`src/rtl/condition_handler.sv`:
```
// Condition-code evaluator for the ID->EX boundary: forwards EX flags, waits on
// late flag producers, and raises the branch-taken / IF-ID flush sequence.
module condition_handler #(
  parameter int FLUSH_CYCLES = 1
) (
  input  logic       CLK,
  input  logic       CLR,
  input  logic [3:0] Cond_in,
  input  logic       Valid_in,
  input  logic       Branch_in,
  input  logic       Link_in,
  input  logic [3:0] CC_in,
  input  logic [3:0] EX_CC_in,
  input  logic       EX_S_in,
  input  logic       Flags_busy_in,
  input  logic       Stall_in,
  output logic       Cond_pass_out,
  output logic       Branch_taken_out,
  output logic       Link_out,
  output logic       Flush_out,
  output logic       Stall_out,
  output logic [1:0] State_dbg_out
);

  typedef enum logic [1:0] {
    EVAL  = 2'd0,
    WAIT  = 2'd1,
    FLUSH = 2'd2
  } state_t;

  localparam logic [1:0] CNT_LOAD = 2'(FLUSH_CYCLES - 1);

  state_t     state_q, state_d;
  logic [1:0] cnt_q, cnt_d;
  logic       pass_q, pass_d;
  logic       taken_q, taken_d;
  logic       link_q, link_d;
  logic       flush_q, flush_d;

  logic [3:0] flags_eff;
  logic       valid_eff;
  logic       needs_flags;
  logic       pass_now;
  logic       take_now;
  logic       eval_fire;

  // Flag order: [3]=Z, [2]=C, [1]=N, [0]=V.
  function automatic logic cond_eval(input logic [3:0] cond, input logic [3:0] cc);
    logic z, c, n, v, r;
    z = cc[3];
    c = cc[2];
    n = cc[1];
    v = cc[0];
    case (cond)
      4'h0:    r = z;
      4'h1:    r = ~z;
      4'h2:    r = c;
      4'h3:    r = ~c;
      4'h4:    r = n;
      4'h5:    r = ~n;
      4'h6:    r = v;
      4'h7:    r = ~v;
      4'h8:    r = c & ~z;
      4'h9:    r = ~c | z;
      4'hA:    r = (n == v);
      4'hB:    r = (n != v);
      4'hC:    r = ~z & (n == v);
      4'hD:    r = z | (n != v);
      4'hE:    r = 1'b1;
      default: r = 1'b0;
    endcase
    return r;
  endfunction

  // While a flush is visible the instruction in ID is wrong-path, so it is ignored.
  assign flags_eff   = EX_S_in ? EX_CC_in : CC_in;
  assign valid_eff   = Valid_in & ~flush_q;
  assign needs_flags = (Cond_in != 4'hE) && (Cond_in != 4'hF);
  assign pass_now    = cond_eval(Cond_in, flags_eff);
  assign take_now    = Branch_in & pass_now;

  // WAIT only exists for a valid instruction, so its release evaluates as valid.
  assign eval_fire = ~Stall_in &
                     (((state_q == EVAL) & valid_eff & ~(Flags_busy_in & needs_flags)) |
                      ((state_q == WAIT) & ~Flags_busy_in));

  always_ff @(posedge CLK or negedge CLR) begin
    if (!CLR) begin
      state_q <= EVAL;
      cnt_q   <= 2'd0;
      pass_q  <= 1'b0;
      taken_q <= 1'b0;
      link_q  <= 1'b0;
      flush_q <= 1'b0;
    end else begin
      state_q <= state_d;
      cnt_q   <= cnt_d;
      pass_q  <= pass_d;
      taken_q <= taken_d;
      link_q  <= link_d;
      flush_q <= flush_d;
    end
  end

  always_comb begin
    state_d = state_q;
    cnt_d   = cnt_q;
    pass_d  = pass_q;
    taken_d = taken_q;
    link_d  = link_q;
    flush_d = flush_q;
    if (!Stall_in) begin
      pass_d  = 1'b0;
      taken_d = 1'b0;
      link_d  = 1'b0;
      flush_d = 1'b0;
      case (state_q)
        EVAL: begin
          if (valid_eff && Flags_busy_in && needs_flags) begin
            state_d = WAIT;
          end
        end
        WAIT: begin
          if (!Flags_busy_in) begin
            state_d = EVAL;
          end
        end
        FLUSH: begin
          if (cnt_q != 2'd0) begin
            flush_d = 1'b1;
            cnt_d   = cnt_q - 2'd1;
          end else begin
            state_d = EVAL;
          end
        end
        default: state_d = EVAL;
      endcase
      if (eval_fire) begin
        pass_d  = pass_now;
        taken_d = take_now;
        link_d  = take_now & Link_in;
        flush_d = take_now;
        if (take_now) begin
          cnt_d   = CNT_LOAD;
          state_d = (FLUSH_CYCLES > 1) ? FLUSH : EVAL;
        end
      end
    end
  end

  always_comb begin
    Stall_out = ~Stall_in &
                (((state_q == EVAL) & valid_eff & Flags_busy_in & needs_flags) |
                 ((state_q == WAIT) & Flags_busy_in));
    Cond_pass_out    = pass_q;
    Branch_taken_out = taken_q;
    Link_out         = link_q;
    Flush_out        = flush_q;
    State_dbg_out    = state_q;
  end

endmodule
```
`config.mk`:
```
export PLATFORM = sky130hd
export DESIGN_NAME = condition_handler
export DESIGN_NICKNAME = d
export VERILOG_FILES = /design/src/rtl/condition_handler.sv
export SDC_FILE = /design/constraint.sdc
export NUM_CORES = 1
export LEC_CHECK = 0
export ABC_AREA = 1
export BUFFER_PORTS_ARGS = -buffer_cell sky130_fd_sc_hd__buf_2
export CELL_PAD_IN_SITES_DETAIL_PLACEMENT = 1
export CELL_PAD_IN_SITES_GLOBAL_PLACEMENT = 2
export CORE_MARGIN = 4
export CORE_UTILIZATION = 22
export DETAILED_ROUTE_END_ITERATION = 10
export PLACE_DENSITY_LB_ADDON = 0.3
export SYNTH_ARGS = -nofsm -noshare
export SYNTH_HDL_FRONTEND = slang
export SYNTH_SLANG_ARGS = --single-unit
```
`constraint.sdc`:
```
create_clock -name CLK -period 1.45 [get_ports CLK]
set_input_delay 0.29 -clock CLK [delete_from_list [all_inputs] [get_ports CLK]]
set_output_delay 0.29 -clock CLK [all_outputs]
set_load 0.01 [all_outputs]
```
### Word level (Yosys, flattened, before mapping)

Cells that the tools add are included.

| word-level totals | value |
|---|---|
| bits in registers | 8 |
| logic and storage cells | 77 |

| operators by class | value |
|---|---|
| $add $sub $neg | 1 |
| equality and inequality tests | 20 |
| multiplexer cells | 18 |
| bitwise gates (word level) | 26 |
| reductions and logical operators | 6 |

Operator list:

| kind | count |
|---|---|
| $eq 4x4->1 const B | 7 |
| $mux 2 | 9 |
| $eq 4x3->1 const B | 4 |
| $pmux 1 s15 | 1 |
| $and 1x1->1 | 14 |
| $eq 4x2->1 const B | 2 |
| $ne 4x4->1 const B | 2 |
| $not 1->1 | 8 |
| $mux 1 | 6 |
| $pmux 2 s3 | 1 |
| $eq 4x1->1 const B | 1 |
| $logic_not 4->1 | 1 |
| $mux 4 | 1 |
| $or 1x1->1 | 4 |
| $logic_and 1x1->1 | 3 |
| $eq 2x1->1 const B | 1 |
| $eq 2x2->1 const B | 1 |
| $logic_not 2->1 | 1 |
| $reduce_bool 2->1 | 1 |
| $sub 2x1->2 const B | 1 |
| $eq 1x1->1 | 1 |
| $ne 1x1->1 | 1 |

### Logic depth before layout (Yosys ltp)

| logic depth | value |
|---|---|
| depth in word-level cells | 8 |
| mapped depth | 13 |
| depth with buffers taken out | 13 |

### Worst setup path after synthesis

OpenSTA, ideal clock, no wires.

| path | value |
|---|---|
| kind | register -> register |
| start | register state_q[1], in the netlist State_dbg_out[1] |
| end | register cnt_q[0] |
| library setup time | 0.116 ns |
| data arrival time | 1.116 ns |
| required time | 1.334 ns |
| slack | 0.218 ns |
| stages on the path, launching flop included | 9 |
| clock period less this slack | 1.232 ns |
| cells stage by stage | dfrtp_1 inv_1 nand2_1 o21ai_0 nand3_1 nor2_1 nand2_2 nand2_1 nand2_1 |

| on the way | value |
|---|---|
| cells in the longest elaborated chain, start to end | 6 |

RTL lines:

| item | RTL line | source |
|---|---|---|
| start, declared | 33 | `state_t state_q, state_d;` |
| start signal, assigned | 96 | `state_q <= state_d;` |
| $logic_not 2->1 | 84 | `(((state_q == EVAL) & valid_eff & ~(Flags_busy_in & needs_flags)) \|` |
| $and 1x1->1 (2 in series) | 84 |  |
| $or 1x1->1 | 84 |  |
| $and 1x1->1 | 83 | `assign eval_fire = ~Stall_in &` |
| $mux 2 (*) | 138 | `if (eval_fire) begin` |
| end signal, assigned | 97 | `cnt_q <= cnt_d;` |
| end, declared | 34 | `logic [1:0] cnt_q, cnt_d;` |

Mark *: on every way between the ends. The rest lies on a longest branch, timed or not.
A chain may end at the register's enable or synchronous reset.

### Worst setup path after layout

| path | value |
|---|---|
| start | register state_q[1], in the netlist State_dbg_out[1] |
| end | output Stall_out |

| on the way | value |
|---|---|
| cells in the longest elaborated chain, start to end | 6 |

RTL lines:

| item | RTL line | source |
|---|---|---|
| $logic_not 2->1 | 153 | `(((state_q == EVAL) & valid_eff & Flags_busy_in & needs_flags) \|` |
| $and 1x1->1 (3 in series) | 153 |  |
| $or 1x1->1 (*) | 153 |  |
| $and 1x1->1 (*) | 152 | `Stall_out = ~Stall_in &` |
| end, declared | 21 | `output logic Stall_out,` |

Marked as above.

==> run metrics <==
status=finished, violations left; failing checks=negative setup slack; library cells used by synthesis=17; net count after synthesis=144; Critical Path RT=1.16 ns; n_diodes=0; multiplexer share of the synthesized area=0%; CP startpoint kind=register; 1st-pass router iterations=4; CP Capture Type=primary output; GR Util All Layers=10.8%; core area=0.00305 mm^2; antenna viol nets, final=0; r2r setup slk=0.15 ns; Post-Syn Area=701 um^2; vias in the first global route=891; dpl hpwl=1820 um; Synth Area in Compound Gates=7.32%; CP arrival=1.28 ns; largest family of logic cells by synthesized area=simple AND/OR/NAND/NOR gates; Worst Skew=0.00633 ns; CP Max Fanout=3; Hold Path Stages=3; Max Fclk=0.638 GHz; CTS Buf Count=3; clock buffer depth=2; 1st-iter DRT viols=39; die area=0.00415 mm^2; Adder-Cell Fraction of Synth Area=0%; flops & latches, synth=8; Clk Latency, worst-skew pair=0.26 ns; Reg2Reg Depth=8; Clock Pin Slew Worst Setup and Hold Paths=0.06 ns; Min Hold Slack=0.279 ns; min-delay worst type=in -> reg; CTS tree=built; Ys Warns=0; Syn Inst Count=124; Setup violations, final=1; Seq/Total Area, Yosys=28.6%; Worst Max-Slew Pin Slew=0.239 ns; Static Leak=0.606 nW; I/O Buffers=26; final worst-path cycle share=108%; P&R area growth vs syn=34.6%; CP Launch Point=State_dbg_out[1]; Via Count=859; Starting Density=23.0%; HP Start=Link_in; min cycle time layout=1.57 ns; share of cells above drive strength 1=26.8%; Hold Vio Cnt, Final=0; wire length per cell=10.4 um; DRT Wirelength=2080 um; initial antenna violation count=0; Slew Limit Fails=0; # DRC=0; Synth Area in Simple Gates=51.3%; critical path type=reg -> out; global placer's final weighted congestion=0.795; Final WS setup=-0.117 ns; total gr overflow=0; clk root buf=clkbuf_4; Nets=179; max_slew headroom=84.0%; RR Startpoint=State_dbg_out[1]; clock sink count=8; die height=64.4 um; largest net degree at the start of global routing=9; Power Dens Cells=639 mW/mm^2; Die X=64.4 um; VDD IR max=0.131 mV; post-synthesis xor/xnor area fraction=0%; # rows=20; htree depth=1; vias per inst=4.27; RSZ-0062 raised after global routing=yes; FF-to-FF End=cnt_q[0]; Total Power=0.603 mW; WHS Endpoint=Link_out; Avg Inst Size Synth=5.65 um^2; Max Cap Violations=0; Ports=27; first-pass GRT wire length=3680 um
## cell usage in the layout, fill, tap and decap left out
master and count:
inv_1 23, dlygate4sd3_1 1, o21ai_0 3, and3_1 1, nor3_1 2, clkbuf_4 3, o21bai_1 1, o22ai_1 1
nor2_2 2, nor2_1 8, o211ai_1 1, a21oi_1 1, nand2_1 47, o21ai_1 2, nand3b_1 1, nand3_1 15
buf_4 3, inv_2 1, dfrtp_1 8, nand2_2 7, buf_2 26
## per-layer routing
layer | vias up | share of wire, % | wire length, um | GRT usage (%)
met3 | 3 | 5.6 | 117 | 1.39
met5 | - | 0 | 0 | 0
met1 | 389 | 44 | 920 | 13.0
met2 | 22 | 49 | 1030 | 19.7
li1 | 445 | - | - | -
met4 | 0 | 0.91 | 19 | 3.17
## power by group
group / switching, mW / internal [mW] / total [mW]
clock: 0.0782 / 0.0949 / 0.173
sequential: 0.00521 / 0.233 / 0.238
combinational: 0.114 / 0.0775 / 0.191
## state kept, by name (all words and copies together), names as in the netlist
name              flops
cnt_q                 2
Cond_pass_out         1
Branch_taken_out      1
Link_out              1
Flush_out             1
State_dbg_out         2
## worst max-delay path, cell delays in order, from the launching register on
cell	delay, ns
dfrtp_1	0.39
nor2_1	0.10
nand3_1	0.10
o21ai_1	0.12
and3_1	0.18
buf_2	0.13
## timing repair
item	4_1_cts	5_1_grt
pin swaps	1	0
gates resized for setup	1	1
hold buffers	1	0
setup buffers	2	1
hold endpoints to repair	8	0
endpoints found under the setup margin	1	2
## cell families after synthesis
group	count (synthesis)
and+or+nand+nor	83
AOI/OAI and AO/OA	9
buffers and inverters	24
DFF	8
## per-stage QoR
stage	TNS [ns]	utilization [%]	area (um^2)	cells	setup WS (ns)
floorplan	0	-	701	124	0.218
CTS	-0.137	30.6	933	200	-0.137
global route	-0.214	30.9	943	201	-0.214
detailed placement	-0.00881	29.0	886	194	-0.00881
finish	-0.117	30.9	943	201	-0.117
global placement	0	29.0	886	194	0.0336
## worst max-delay path by stage
| stage | end | cells past startpoint |
|---|---|---|
| final | Stall_out | 5 |
| after global routing | Stall_out | 5 |
| after CTS | Stall_out | 5 |
| after detailed placement | cnt_q[0] | 14 |
| after global placement | Flush_out | 11 |
| after floorplan | cnt_q[0] | 8 |
## Yosys cell counts
cell | n | share of area, %
inv_1 | 23 | 12
o21bai_1 | 1 | 1.1
nand2_1 | 47 | 25
nand3b_1 | 1 | 1.1
o211ai_1 | 1 | 1.1
dfrtp_1 | 8 | 29
nor3_1 | 2 | 1.4
and3_1 | 1 | 0.89
o21ai_0 | 4 | 2.9
inv_2 | 1 | 0.54
nand2_2 | 7 | 6.2
nand3_1 | 15 | 11
nor2_1 | 9 | 4.8
o22ai_1 | 1 | 0.89
o21ai_1 | 1 | 0.71
nor2_2 | 1 | 0.89
a21oi_1 | 1 | 0.71
## final cells by class
cell class                      instances  area, um^2
Tap cell                               44        55.1
Sequential cell                         8         200
Timing Repair Buffer                   30         163
Multi-Input combinational cell         92         413
Inverter                               24        90.1
Clock buffer                            3        22.5
Fill cell                             438        2110
Power figures use the tool's default switching activity.
